**src/rtl/fx2lp_stream_in_writer.sv**
```systemverilog
// FX2LP slave-FIFO stream-IN writer: buffers upstream or counter-pattern words in a FWFT FIFO
// and drains them to the endpoint under FLAG flow control, with PKTEND on flush.
module fx2lp_stream_in_writer #(
  parameter int         DATA_W    = 16,
  parameter int         DEPTH     = 16,
  parameter int         PKT_WORDS = 256,
  parameter logic [1:0] EP_ADDR   = 2'b10
) (
  input  logic              clk,
  input  logic              reset_n,
  input  logic              enable,
  input  logic              mode,
  input  logic              flush,
  input  logic              s_valid,
  input  logic [DATA_W-1:0] s_data,
  output logic              s_ready,
  input  logic              flag_nf,
  output logic [DATA_W-1:0] fdata,
  output logic [1:0]        faddr,
  output logic              slwr_n,
  output logic              slrd_n,
  output logic              sloe_n,
  output logic              pktend_n,
  output logic              busy,
  output logic [9:0]        pkt_cnt
);
  localparam int AW = $clog2(DEPTH);

  typedef enum logic [1:0] {IDLE, WRITE, FLUSH, PKTEND} state_t;

  logic [DATA_W-1:0] mem [DEPTH];
  logic [AW-1:0]     wr_ptr_q, wr_ptr_d, rd_ptr_q, rd_ptr_d;
  logic [AW:0]       count_q, count_d;
  logic [DATA_W-1:0] fdata_q, fdata_d, pat_q, pat_d;
  logic [9:0]        pkt_cnt_q, pkt_cnt_d;
  logic              flush_pend_q, flush_pend_d;
  state_t            state_q, state_d;
  logic              empty, full, pop, push, room, pend_clr;
  logic [DATA_W-1:0] push_data;

  always_comb begin
    empty     = (count_q == '0);
    full      = (count_q == (AW+1)'(DEPTH));
    pop       = (state_q == WRITE) && flag_nf && !empty;
    // A pop in the same cycle frees a slot, so a full buffer can still accept a word.
    room      = !full || pop;
    push      = mode ? (room && enable) : (s_valid && room);
    push_data = mode ? pat_q : s_data;

    wr_ptr_d = push ? wr_ptr_q + AW'(1) : wr_ptr_q;
    rd_ptr_d = pop  ? rd_ptr_q + AW'(1) : rd_ptr_q;
    count_d  = count_q + (AW+1)'(push) - (AW+1)'(pop);
    pat_d    = (mode && push) ? pat_q + DATA_W'(1) : pat_q;

    // Head register: next stored word after a pop, the incoming word when the
    // buffer would otherwise be empty, else hold the current head.
    fdata_d = fdata_q;
    if (count_q == (AW+1)'(pop)) begin
      if (push) fdata_d = push_data;
    end else if (pop) begin
      fdata_d = mem[rd_ptr_d];
    end

    pkt_cnt_d = pkt_cnt_q;
    if (state_q == PKTEND)
      pkt_cnt_d = '0;
    else if (pop)
      pkt_cnt_d = (pkt_cnt_q == 10'(PKT_WORDS - 1)) ? '0 : pkt_cnt_q + 10'd1;

    pend_clr     = ((state_q == FLUSH) && (pkt_cnt_q == '0)) || (state_q == PKTEND);
    flush_pend_d = pend_clr ? 1'b0 : (flush_pend_q || flush);

    state_d = state_q;
    unique case (state_q)
      IDLE: begin
        if (!empty && flag_nf && (enable || flush_pend_q)) state_d = WRITE;
        else if (empty && flush_pend_q)                    state_d = FLUSH;
      end
      WRITE: begin
        if (empty && flush_pend_q)                              state_d = FLUSH;
        else if (empty || !flag_nf || (!enable && !flush_pend_q)) state_d = IDLE;
      end
      FLUSH: begin
        if (pkt_cnt_q == '0) state_d = IDLE;
        else if (flag_nf)    state_d = PKTEND;
      end
      PKTEND:  state_d = IDLE;
      default: state_d = IDLE;
    endcase
  end

  always_ff @(posedge clk) begin
    if (push) mem[wr_ptr_q] <= push_data;
  end

  always_ff @(posedge clk) begin
    if (!reset_n) begin
      wr_ptr_q     <= '0;
      rd_ptr_q     <= '0;
      count_q      <= '0;
      fdata_q      <= '0;
      pat_q        <= '0;
      pkt_cnt_q    <= '0;
      flush_pend_q <= 1'b0;
      state_q      <= IDLE;
    end else begin
      wr_ptr_q     <= wr_ptr_d;
      rd_ptr_q     <= rd_ptr_d;
      count_q      <= count_d;
      fdata_q      <= fdata_d;
      pat_q        <= pat_d;
      pkt_cnt_q    <= pkt_cnt_d;
      flush_pend_q <= flush_pend_d;
      state_q      <= state_d;
    end
  end

  assign s_ready  = reset_n && !mode && room;
  assign fdata    = fdata_q;
  assign faddr    = EP_ADDR;
  assign slwr_n   = !pop;
  assign slrd_n   = 1'b1;
  assign sloe_n   = 1'b1;
  assign pktend_n = (state_q != PKTEND);
  assign busy     = (state_q != IDLE) || !empty;
  assign pkt_cnt  = pkt_cnt_q;
endmodule

```
**config.mk**
```make
export PLATFORM = sky130hd
export DESIGN_NAME = fx2lp_stream_in_writer
export DESIGN_NICKNAME = d
export VERILOG_FILES = /design/src/rtl/fx2lp_stream_in_writer.sv
export SDC_FILE = /design/constraint.sdc
export NUM_CORES = 1
export LEC_CHECK = 0
export ABC_AREA = 1
export BUFFER_PORTS_ARGS = -buffer_cell sky130_fd_sc_hd__buf_2
export CAP_MARGIN = 20
export CORE_ASPECT_RATIO = 0.75
export CORE_MARGIN = 5
export CORE_UTILIZATION = 60
export CTS_CLUSTER_DIAMETER = 120
export DETAILED_ROUTE_END_ITERATION = 8
export PLACE_DENSITY = 0.78
export SETUP_SLACK_MARGIN = 0.4
export SYNTH_ARGS = -nofsm -noshare
export SYNTH_HDL_FRONTEND = slang
export SYNTH_SLANG_ARGS = --single-unit
```
**constraint.sdc**
```tcl
create_clock -name clk -period 3.2 [get_ports clk]
set_input_delay 0.16 -clock clk [delete_from_list [all_inputs] [get_ports clk]]
set_output_delay 0.16 -clock clk [all_outputs]
set_load 0.05 [all_outputs]
```
# Word-level counts from Yosys, hierarchy flattened
# Memories as Yosys holds them, arrays and structs flattened.
# Index checks and enable logic that the tools add are counted.
# classes
n_eq_ne	11
mux	16
div_mod_pow	0
reduce_logical	35
shift	0
n_mul	0
bitwise_logic	1
magnitude_cmp	0
n_addsub	6
# ops
operator	n
2-to-1 mux 16 bit	4
adder 16 x 1 -> 16 bit (second input constant)	1
logical AND 1 bit	12
2-to-1 mux 2 bit	6
adder 10 x 1 -> 10 bit (second input constant)	1
== test 10 x 8 -> 1 bit (second input constant)	1
zero test 10 bit	1
2-to-1 mux 10 bit	1
adder 4 x 1 -> 4 bit (second input constant)	2
one-hot mux 2 bit (4 select lines)	1
zero test 1 bit	7
logical OR 1 bit	7
adder 5 x 1 -> 5 bit	1
== test 5 x 1 -> 1 bit	1
== test 5 bit (second input constant)	1
zero test 5 bit	1
subtractor 5 x 1 -> 5 bit	1
== test 2 bit (second input constant)	2
2-to-1 mux 4 bit	1
!= test 2 bit (second input constant)	2
nonzero test 2 bit	2
OR reduction 2 bit	2
2-to-1 mux 1 bit	3
!= test 3 x 1 -> 1 bit (second input constant)	1
other kinds (7)	7
# totals
out_inout_bits	34
ff_bits	58
ram_bits	256
latch_bits	0
mem_count	1
rom_bits	0
# mem_list
name	words	word_bits	read_ports	rd_ports_with_merged_regs	write_ports	line_no	text
mem	16	16	1	0	1	31	logic [DATA_W-1:0] mem [DEPTH];

# Longest topological paths before layout
# Gate-level depths: netlist of the first run.
# logic_depth
depth_word	8
ltp_mapped	16

# Worst setup path before layout of the first run
# Ideal clock, no wire load.
# synth_timing
kind	flip-flop to flip-flop
startpoint	reg count_q[2]
endpoint	reg count_q[4]
path_stages_with_launch	17
t_arrival_ns	2.463
setup_ns	0.070
period_less_slack_ns	2.533
slack_ns	0.667
cell_sequence	dfxtp_1 inv_1 ha_1 nand3_4 nand2_4 buf_6 nand4_4 nand2_4 ha_1 inv_1 ha_1 fa_1 nand2_1 a21oi_1 nor2_1 o21ai_0 a21oi_1
# synth_via
elab_chain_len	8
word_cells_on_any_way	11
# synth_rtl
item	line_no	text
start: declaration	33	logic [AW:0] count_q, count_d;
start signal: assignment	109	count_q <= count_d;
zero test 5 bit	42	empty = (count_q == '0);
zero test 1 bit	44	pop = (state_q == WRITE) && flag_nf && !empty;
logical AND 1 bit	44	
logical OR 1 bit	46	room = !full || pop;
logical AND 1 bit	47	push = mode ? (room && enable) : (s_valid && room);
2-to-1 mux 1 bit	47	
adder 5 x 1 -> 5 bit	52	count_d = count_q + (AW+1)'(push) - (AW+1)'(pop);
subtractor 5 x 1 -> 5 bit (*)	52	
# Mark *: on every way between the ends. The rest lies on a longest branch, timed or not.
# A chain may end at the register's enable or synchronous reset.

# Worst setup path after layout of the first run
# layout_timing
startpoint	reg count_q[3]
endpoint	reg fdata_q[2], in the netlist fdata[2]
# layout_via
elab_chain_len	8
word_cells_on_any_way	17
# layout_rtl
item	line_no	text
zero test 5 bit (*)	42	
zero test 1 bit (*)	44	
logical AND 1 bit (*)	44	
via pop	38	logic empty, full, pop, push, room, pend_clr;
branches (longest 5 deep; another with memory read (16 x 16 bit))	-	
end signal: assignment	110	fdata_q <= fdata_d;
end: declaration	34	logic [DATA_W-1:0] fdata_q, fdata_d, pat_q, pat_d;
# Mark *: on every way through the listed nets, which the timed path passes. The select of a mux whose other input is x is not followed.

==> results of run 1 <==
cell type report:
cell class | count | area [um^2] | area share [%]
Sequential cell | 314 | 8850 | 54.4
Multi-Input combinational cell | 868 | 4480 | 27.6
Inverter | 223 | 837 | 5.15
Timing Repair Buffer | 94 | 743 | 4.57
Clock buffer | 31 | 733 | 4.51
Tap cell | 306 | 383 | 2.36
Clock inverter | 21 | 228 | 1.40
layer usage:
| layer | wire length [um] | GRT usage, % |
|---|---|---|
| met4 | 1450 | 9.86 |
| met3 | 3910 | 5.37 |
| met2 | 17600 | 44.1 |
| met1 | 14700 | 36.6 |
| met5 | 0 | 0 |
cell families (layout without fill, tap and decap cells):
| logic type | Yosys count | in the layout | share of synthesized area, % |
|---|---|---|---|
| xor gates and xnor gates | 11 | 11 | 0.793 |
| and+or+nand+nor | 758 | 758 | 24.9 |
| buffers and inverters | 305 | 369 | 8.82 |
| adders and majority gates | 15 | 15 | 1.34 |
| other | 2 | 4 | 0.0517 |
| DFF | 314 | 314 | 61.0 |
| AOI/OAI and AO/OA | 80 | 80 | 3.15 |
placed cells by master, fill, tap and decap left out, types with 2 or more instances in the layout:
master     instances
ha_1              13
nand3_4            2
clkinv_1           8
xor2_1             3
nand3b_1          43
buf_2             52
nor3b_1            4
inv_2              4
clkinv_2           7
clkbuf_1           2
xnor2_1            7
nand2_4            4
o21ai_4            2
nand2_2            3
inv_1            218
edfxtp_1         256
nand4_4            2
nor2_1            28
nor4_1             3
nand2_1          313
bufinv_16          5
nand3_1          314
conb_1             4
a31oi_1           19
nor2_2            19
a21oi_1           38
o21ai_0           12
buf_4             29
nor3_1             7
nor2_4             6
a311oi_1           2
nand4_1            7
o21ai_1            2
clkbuf_16         30
buf_12             8
nand2_8            2
dfxtp_1           58
buf_16             2
per-stage QoR:
step                setup WS, ps  util (%)  cell area (um^2)  std cells  power, mW
floorplan                    667         -             14500       1487       6.85
global placement             388      63.5             15200       1800       7.66
detailed placement           432      63.7             15200       1802       7.75
CTS                          415      67.7             16200       1855       11.2
global route                 372      68.0             16300       1857       11.8
finish                       501      68.0             16300       1857       11.3
worst paths after layout:
check                  start         end
hold / removal       flag_nf  state_q[0]
hold reg to reg     fdata[7]    fdata[7]
setup reg to reg  count_q[3]    fdata[2]
setup / recovery  count_q[3]    fdata[2]
power by group:
group	leakage (nW)	switching [mW]	internal [mW]
clock network	0.473	1.48	2.05
registers	2.82	0.170	4.68
logic	3.44	2.10	0.844
total	6.73	3.75	7.57
registers in the layout (all words and copies together), names as in the netlist:
name / count
rd_ptr_q: 4
flush_pend_q: 1
wr_ptr_q: 4
count_q: 5
state_q: 2
fdata: 16
mem: 256
pkt_cnt: 10
pat_q: 16
what timing repair did:
item | in CTS | in global routing
buffers inserted | 0 | 1
resized for setup | 0 | 5
setup endpoints to repair | 0 | 16
hold buffers | 1 | 0
endpoints found under the hold margin | 1 | 0
worst min-delay path, stage by stage:
cell and delay [ps]:
buf_2 110, o211ai_1 110, a21oi_1 150
==> results.md, run 1 <==
* Cell with the most instances after synthesis: nand3_1
* Buffers plus inverters on the worst setup path at 4
* CTS tree: built
* Starting Density at 60.7%
* Layout Area Growth over Synthesis at 12.0%
* CP Max Fanout at 18
* H-tree depth at 1
* Root Buffer: clkbuf_16
* Hold Crit Class: in -> reg
* Synthesized cell area at 0.0145 mm^2
* Initial antenna violation count at 0
* Crit path kind: reg -> reg
* PD cells at 697 mW/mm^2
* Status: finished, final reports clean
* First-pass GRT wire length at about 57,000 um
* Crit-path slowest cell: inv_2
* Clock transition at path regs at 70 ps
* Ys async rst share at 0%
* N_diodes at 0
* Critical path's top delay family: simple AND/OR/NAND/NOR gates
* Lkg Pwr at between 6 and 7 nW
* Worst path most repeated cell: nand3_1
* Rel. slew slack at 35.1%
* CP endpoint kind: flip-flop
* Final Critical Period at 2700 ps
* Worst-Margin Slew at ~1000 ps
* Reg2Reg Setup Slack at 500 ps
* Sequential share of the synthesized area at between 60% and 70%
* Yosys reg bits at 314
* Fin crit share at 84.4%
* Die Height at roughly 140 um
* Fillcell total at between 1,500 and 2,000
* NumNets Final at roughly 1,600
* DP Wirelength at 23,100 um
* Yosys top cell by area: edfxtp_1
* Top post-synthesis cells by area: edfxtp_1, nand3_1, nand2_1
* R2R depth at 14
* Main synth FF type: edfxtp_1
* Clk_lat worst skew at between 500 and 600 ps
* Largest net degree at the start of global routing at around 120
* Fmax at 0.370 GHz
* Ys Warns at 0
* CTS Sinks at roughly 310
* DRC at 0
* CTS Buffer Depth at 3
* Post-synth top area share at 53.0%
* Pins Over Slew Limit at 0
* CTS Buf Count at 29
* Routed Antenna Nets at 0
* Startpoint Class: flip-flop
* Post-synth EDFFs at 256
* Endpoints failing setup at 0
* Starting DRT DRC Count at 1,398
* Total wire length at 37,700 um
* TNS Setup at 0 ps
* Max_cap viols at 0
* Gr usage total at a little over a quarter
* Hold Slack at about 12 ps
* Io pins at 57
* Row cnt at 49
* Hold path depth at 3
* Global route total overflow at 0
* Core area at 0.0239 mm^2
* Worst clock skew at 13.1 ps
* Vias post-DR at approximately 11,000
* Critical-path cell list: inv_1 -> ha_2 -> nand3_4 -> nand2_8 -> inv_2 -> nand2_1 -> o21ai_4 -> inv_2 -> buf_4 -> nand3_1 -> nand3_1 -> nand3_1 -> nand2_1 -> a21oi_1
* Vias in the first global route at 10,400
* Syn_area_per_cell at 9.77 um^2
* Top cells by count, synth: nand3_1, nand2_1, edfxtp_1, inv_1, dfxtp_1
* Req. time, crit path at 3590 ps
* Via density at 5.90
* Post-synth cell types at slightly above 40
* Area of the die at 0.0274 mm^2
* Peak VDD IR at 0.455 mV
* Synth Instances at 1,485
* Hold Vio Cnt, Final at 0
* CP Depth at 14
* IO Port Bufs at 52
* RSZ-0062 raised after global routing: yes
* Data arrival time of the critical path at just over 3000 ps
* Layout cells sized above 1 at 12.0%
* CP max stage delay at about 350 ps
* Routed length per instance at 20.3 um
* Die Width at between 150 and 200 um
* Drt first pass iters at 7
* RD Place Congestion at 0.942
(Power assumes the default switching activity.)
==> inputs of run 2 (changes only) <==
Settings changed: CORE_UTILIZATION 60 to 56, PLACE_DENSITY 0.78 to 0.76.
Clock period 3.2 ns to 2.15 ns, I/O delays scaled along.
==> results.md, run 2 (synthesis gave the netlist of run 1 again) <==
* CTS Buffer Depth at 3 (unchanged)
* First-pass GRT wire length at 61,800 um (+7.6%)
* Hold Vio Cnt, Final at 5 (+5)
* Worst-Margin Slew at 800 ps (-172 ps)
* Switching power at 6.25 mW (+67%)
* Initial antenna violation count at 1 (+1)
* Io pins at 57 (unchanged)
* CP Max Fanout at 15 (-3)
* Most common cell after layout, fill and taps aside: nand2_1
* Sw Ratio at 33.1% (-0.083 points)
* Hold path depth at 3 (unchanged)
* CP endpoint kind: flip-flop
* Starting Density at 56.3% (-4.4 points)
* Reg2Reg Setup Slack at -90 ps (-600 ps)
* Row cnt at 51 (+4.1%)
* Layout cells sized above 1 at 22.9% (+11 points)
* Critical path's top delay family: simple AND/OR/NAND/NOR gates
* Endpoints failing setup at 142 (+142)
* Post-DP Area at 0.0159 mm^2 (+4.4%)
* Max reg flops at 256 (unchanged)
* Lkg Pwr at 7.76 nW (+15%)
* Final WS setup at -95.0 ps (-596 ps)
* Clock transition at path regs at 70 ps (about the same)
* Area of the die at 0.0293 mm^2 (+6.7%)
* Fillcell total at 1,634 (-3.9%)
* CTS Buf Count at 29 (unchanged)
* Pins Over Slew Limit at 0 (unchanged)
* Reg2reg start: count_q[2]
* TNS Setup at -8190 ps (-8190 ps)
* Routed Antenna Nets at 0 (unchanged)
* Fmax at 0.445 GHz (+20%)
* Clk_lat worst skew at 560 ps (about the same)
* Crit path kind: reg -> reg
* Starting DRT DRC Count at 1,743 (+25%)
* Die Height at 149 um (+3.3%)
* DP Wirelength at 22,700 um (-1.9%)
* RSZ-0062 raised after global routing: yes
* HP Start: reset_n
* Hold Crit Class: in -> reg
* Gr usage total at 26.9% (-0.072 points)
* Data arrival time of the critical path at 2670 ps (-420 ps)
* Peak VDD IR at 1.08 mV (+140%)
* Worst clock skew at 18.2 ps (+5.02 ps)
* Crit-path slowest cell: dfxtp_2
* Fin crit share at 104% (+20 points)
* CTS tree: built
* Internal at 12.7 mW (+67%)
* Routed length per instance at 21.6 um (+6.7%)
* Worst R2R End: fdata[2]
* Die Width at 196 um (+3.3%)
* Hold EP: count_q[3]
* Sequential cell fraction of total power at 37.8% (-5.0 points)
* Core area at 0.0258 mm^2 (+7.8%)
* Largest net degree at the start of global routing at 73 (-37%)
* NumNets Final at 1,674 (+6.8%)
* R2R depth at 16 (+2)
* Clock Power Share at 30.5% (-0.7 points)
* CTS Sinks at 314 (unchanged)
* Drt first pass iters at 8 (+1)
* Total wire length at 43,400 um (+15%)
* Most flop-heavy register: mem
* Status: finished with violations
* Critical-path cell list: inv_2 -> ha_4 -> nand3_4 -> nand2_4 -> buf_4 -> nand2_8 -> nand2_8 -> buf_12 -> buf_16 -> nand2_1 -> nand3_1 -> nand3_1 -> nand3_2 -> nand3_2 -> nand2_1 -> a21oi_1
* Final Critical Period at 2240 ps (-454 ps)
* DRC at 0 (unchanged)
* Vias in the first global route at 11,300 (+8.4%)
* Startpoint Class: flip-flop
* RD Place Congestion at 0.901 (-4.3%)
* Failing checks: negative hold slack, negative setup slack
* Total power at 18.9 mW (+67%)
* Hold Slack at -44.7 ps (-56.6 ps)
* Max_cap viols at 0 (unchanged)
* IO Port Bufs at 52 (unchanged)
* Via density at 5.94 (+0.76%)
* Most frequent cells in the layout: nand2_1, edfxtp_1, nand3_1, inv_1, nand3_2
* Vias post-DR at 11,900 (+8.7%)
* Comb power frac at 31.7% (+5.7 points)
* Global route total overflow at 0 (unchanged)
* Final Util at 72.4% (+4.4 points)
* Rel. slew slack at 46.5% (+11 points)
* CP max stage delay at 330 ps (-20 ps)
* Buffers plus inverters on the worst setup path at 4 (unchanged)
* H-tree depth at 1 (unchanged)
* Fin area at 0.0187 mm^2 (+15%)
* Root Buffer: clkbuf_16
* PD cells at 1010 mW/mm^2 (+45%)
* Req. time, crit path at 2570 ps (-1020 ps)
* Layout Area Growth over Synthesis at 28.6%
[run 2: changes by cell type in the layout (fill, tap and decap cells not counted), moves of 10 or more]
cell / previous run / this run
buf_12: 8 / 33
buf_16: 2 / 12
buf_4: 29 / 52
buf_6: 0 / 19
dlygate4sd3_1: 1 / 16
nand2_1: 313 / 298
nand2_2: 3 / 13
nand3_1: 314 / 253
nand3_2: 0 / 55
nor2_2: 19 / 4
nor2_4: 6 / 23
[run 2: cell type report]
cell class | instances | area, um^2 | share of cell area, %
antenna | 1 | 2.50 | 0.0134
clock buffer | 35 | 788 | 4.22
clock inverter | 19 | 280 | 1.50
inverter | 223 | 843 | 4.52
multi-input combinational | 869 | 5090 | 27.3
sequential | 314 | 8850 | 47.4
tap | 344 | 430 | 2.31
timing repair buffer | 199 | 2380 | 12.7
[run 2: metrics by stage]
stage / hold WS [ps] / std cells / setup WS [ps]
final: -44.7 / 2004 / -95.0
after global routing: -16.5 / 2004 / -173
after CTS: -48.3 / 1978 / -18.4
after detailed placement: 389 / 1875 / -86.2
after global placement: 368 / 1875 / -44.2
after floorplan: 274 / 1487 / -221
[run 2: power by group through the flow]
stage	logic [mW]	registers [mW]	clock network, mW
detailed placement	4.54	7.27	0
CTS	5.32	7.14	5.76
floorplan	2.61	7.77	0
finish	5.99	7.15	5.77
global placement	4.45	7.25	0
global route	6.33	7.18	6.07
[run 2: metal layers]
| layer | vias up | share of wire (%) | track usage (%) |
|---|---|---|---|
| met5 | - | 0 | 0 |
| met2 | 776 | 46 | 43.1 |
| met4 | 0 | 4.4 | 9.21 |
| met3 | 145 | 11 | 4.43 |
| met1 | 5690 | 38 | 37.8 |
| li1 | 5298 | - | - |
[run 2: repair_timing]
action	4_1_cts	5_1_grt
pin swaps	29	16
cloned	14	10
hold buffers	14	2
resized for setup	83	63
endpoints found under the setup margin	300	308
buffers inserted	21	13
hold endpoints to repair	24	4
[run 2: worst max-delay path by stage]
stage / startpoint / end / cells after the start
detailed placement: count_q[2] / count_q[4] / 15
global placement: count_q[3] / count_q[4] / 15
global route: count_q[2] / fdata[2] / 16
floorplan: count_q[3] / count_q[4] / 16
CTS: count_q[2] / count_q[4] / 15
finish: count_q[2] / fdata[2] / 16
[run 2: tightest hold or removal path: stages]
cell and delay [ps]:
buf_2 210, o21ai_0 110, a21oi_1 40
==> inputs of run 3 (changes only) <==
Settings changed: ABC_CLOCK_PERIOD_IN_PS set to 2150, CORE_UTILIZATION 56 to 37, PLACE_DENSITY 0.76 to not set.
==> results.md, run 3 (synthesis gave the netlist of run 1 again) <==
* Status: finished with violations
* Failing checks: negative hold slack, negative setup slack
* Internal at 12.6 mW (-0.22%)
* DP Wirelength at 25,000 um (+10%)
* Worst-Margin Slew at 698 ps (-103 ps)
* Clk_lat worst skew at 580 ps (+20 ps)
* Via density at 5.16 (-13%)
* Vias post-DR at 11,500 (-3.5%)
* Final WS setup at -146 ps (-50.6 ps)
* Clock transition at path regs at 70 ps (about the same)
* RSZ-0062 raised after global routing: yes
* Lkg Pwr at 8.10 nW (+4.3%)
* Comb power frac at 33.0% (+1.3 points)
* Row cnt at 62 (+22%)
* CTS Buf Count at 30 (+3.4%)
* Worst clock skew at 27.4 ps (+9.22 ps)
* Vias in the first global route at 10,900 (-3.7%)
* Fin crit share at 107% (+2.4 points)
* Global route total overflow at 0 (unchanged)
* Met3 Track Usage GR at 2.52% (-1.9 points)
* Total power at 19.0 mW (+0.36%)
* Drt first pass iters at 5 (-3)
* Largest net degree at the start of global routing at 34 (-53%)
* Switching power at 6.35 mW (+1.5%)
* Rel. slew slack at 53.4% (+6.9 points)
* CP endpoint kind: flip-flop
* First-pass GRT wire length at 62,600 um (+1.3%)
* CTS Buffer Depth at 3 (unchanged)
* GR Util met1 at 27.1% (-11 points)
* Io pins at 57 (unchanged)
* Crit path kind: reg -> reg
* GRT busiest layer: met2
* CTS tree: built
* RD Place Congestion at 0.868 (-3.7%)
* Total wire length at 43,300 um (-0.24%)
* Final Util at 51.0% (-21 points)
* TNS Setup at -11,570 ps (-3380 ps)
* Layout cells sized above 1 at 26.9% (+4.0 points)
* Max_cap viols at 0 (unchanged)
* Req. time, crit path at 2660 ps (+90 ps)
* Routed length per instance at 19.4 um (-10%)
* Die Width at 239 um (+22%)
* Layout Area Growth over Synthesis at 35.5%
* Gr usage total at 18.3% (-8.6 points)
* Pre-CTS setup slack at -138 ps (-52.1 ps)
* DRC at 0 (unchanged)
* Initial antenna violation count at 0 (-1)
* Max reg flops at 256 (unchanged)
* Sequential cell fraction of total power at 37.7% (about the same)
* Startpoint Class: flip-flop
* NumNets Final at 1,728 (+3.2%)
* Peak VDD IR at 0.708 mV (-34%)
* IO Port Bufs at 52 (unchanged)
* Most common cell after layout, fill and taps aside: nand2_1
* Most frequent cells in the layout: nand2_1, edfxtp_1, nand3_1, inv_1, buf_4
* Starting DRT DRC Count at 1,250 (-28%)
* Routed Antenna Nets at 0 (unchanged)
* Clock Power Share at 29.4% (-1.1 points)
* Most flop-heavy register: mem
* N_diodes at 0 (-1)
* Reg2Reg Setup Slack at -150 ps (-50 ps)
* Hold Vio Cnt, Final at 7 (+2)
* Hold Slack at -62.0 ps (-17.3 ps)
* Die Height at 182 um (+21%)
* Endpoints failing setup at 213 (+50%)
* Pins Over Slew Limit at 0 (unchanged)
* H-tree depth at 1 (unchanged)
* Fin area at 0.0197 mm^2 (+5.4%)
* Met2 global-route usage at 28.3% (-15 points)
* Hold Crit Class: in -> reg
* Fmax at 0.436 GHz (-2.2%)
* Sw Ratio at 33.5% (+0.39 points)
* Starting Density at 37.6% (-19 points)
* Final Critical Period at 2300 ps (+50.6 ps)
* Core area at 0.0386 mm^2 (+50%)
* Area of the die at 0.0433 mm^2 (+48%)
* Root Buffer: clkbuf_16
* CP Max Fanout at 6 (-9)
* CTS Sinks at 314 (unchanged)
* Data arrival time of the critical path at 2810 ps (+140 ps)
* PD cells at 965 mW/mm^2 (-4.8%)
* Post-DP Area at 0.0165 mm^2 (+3.5%)
-- run 3: per-layer routing --
layer | vias to the layer above | wire [um]
li1 | 5417 | -
met1 | 5545 | 19500
met2 | 455 | 19700
met3 | 74 | 3110
met4 | 0 | 1020
met5 | - | 0
-- run 3: final cells by class --
cell class                      instances  area [um^2]
Inverter                              223          855
Clock buffer                           34          766
Fill cell                            3249        18900
Sequential cell                       314         8850
Clock inverter                         22          260
Multi-Input combinational cell        869         5320
Timing Repair Buffer                  252         2980
Tap cell                              512          641
-- run 3: worst paths after layout --
path	endpoint	from	depth (start not counted)
setup / recovery	fdata[2]	count_q[2]	16
setup reg to reg	fdata[2]	count_q[2]	16
hold / removal	pat_q[1]	reset_n	3
hold reg to reg	fdata[5]	fdata[5]	2
-- run 3: what timing repair did --
item                                   in CTS  in global routing
hold buffers                               17                  1
gates cloned                               11                 12
setup buffers                              35                 19
pin swaps                                  30                 67
setup endpoints to repair                 300                308
resized for setup                         100                126
endpoints found under the hold margin      32                  8
-- run 3: metrics by stage --
stage | instances | hold WS (ps)
after floorplan | 1487 | 274
final | 2226 | -62.0
after global placement | 2075 | 370
after detailed placement | 2075 | 389
after CTS | 2194 | -67.9
after global routing | 2226 | -57.0
-- run 3: power by group through the flow --
stage               sequential, mW  clock (mW)  combinational [mW]
finish                        7.15        5.57                6.26
global route                  7.18        5.93                6.67
CTS                           7.14        5.65                5.45
detailed placement            7.28           0                4.74
global placement              7.27           0                4.68
floorplan                     7.77           0                2.61
-- run 3: worst max-delay path, stage by stage (launching register included) --
cell and delay [ps]:
dfxtp_2 340, inv_2 50, ha_4 170, nand3_4 100
nand2_4 80, buf_4 150, buf_6 120, o21ai_4 220
buf_12 150, buf_12 130, clkbuf_16 160, nand3_1 70
nand3_1 80, nand3_2 110, nand3_2 110, nand2_2 60
a21oi_2 120
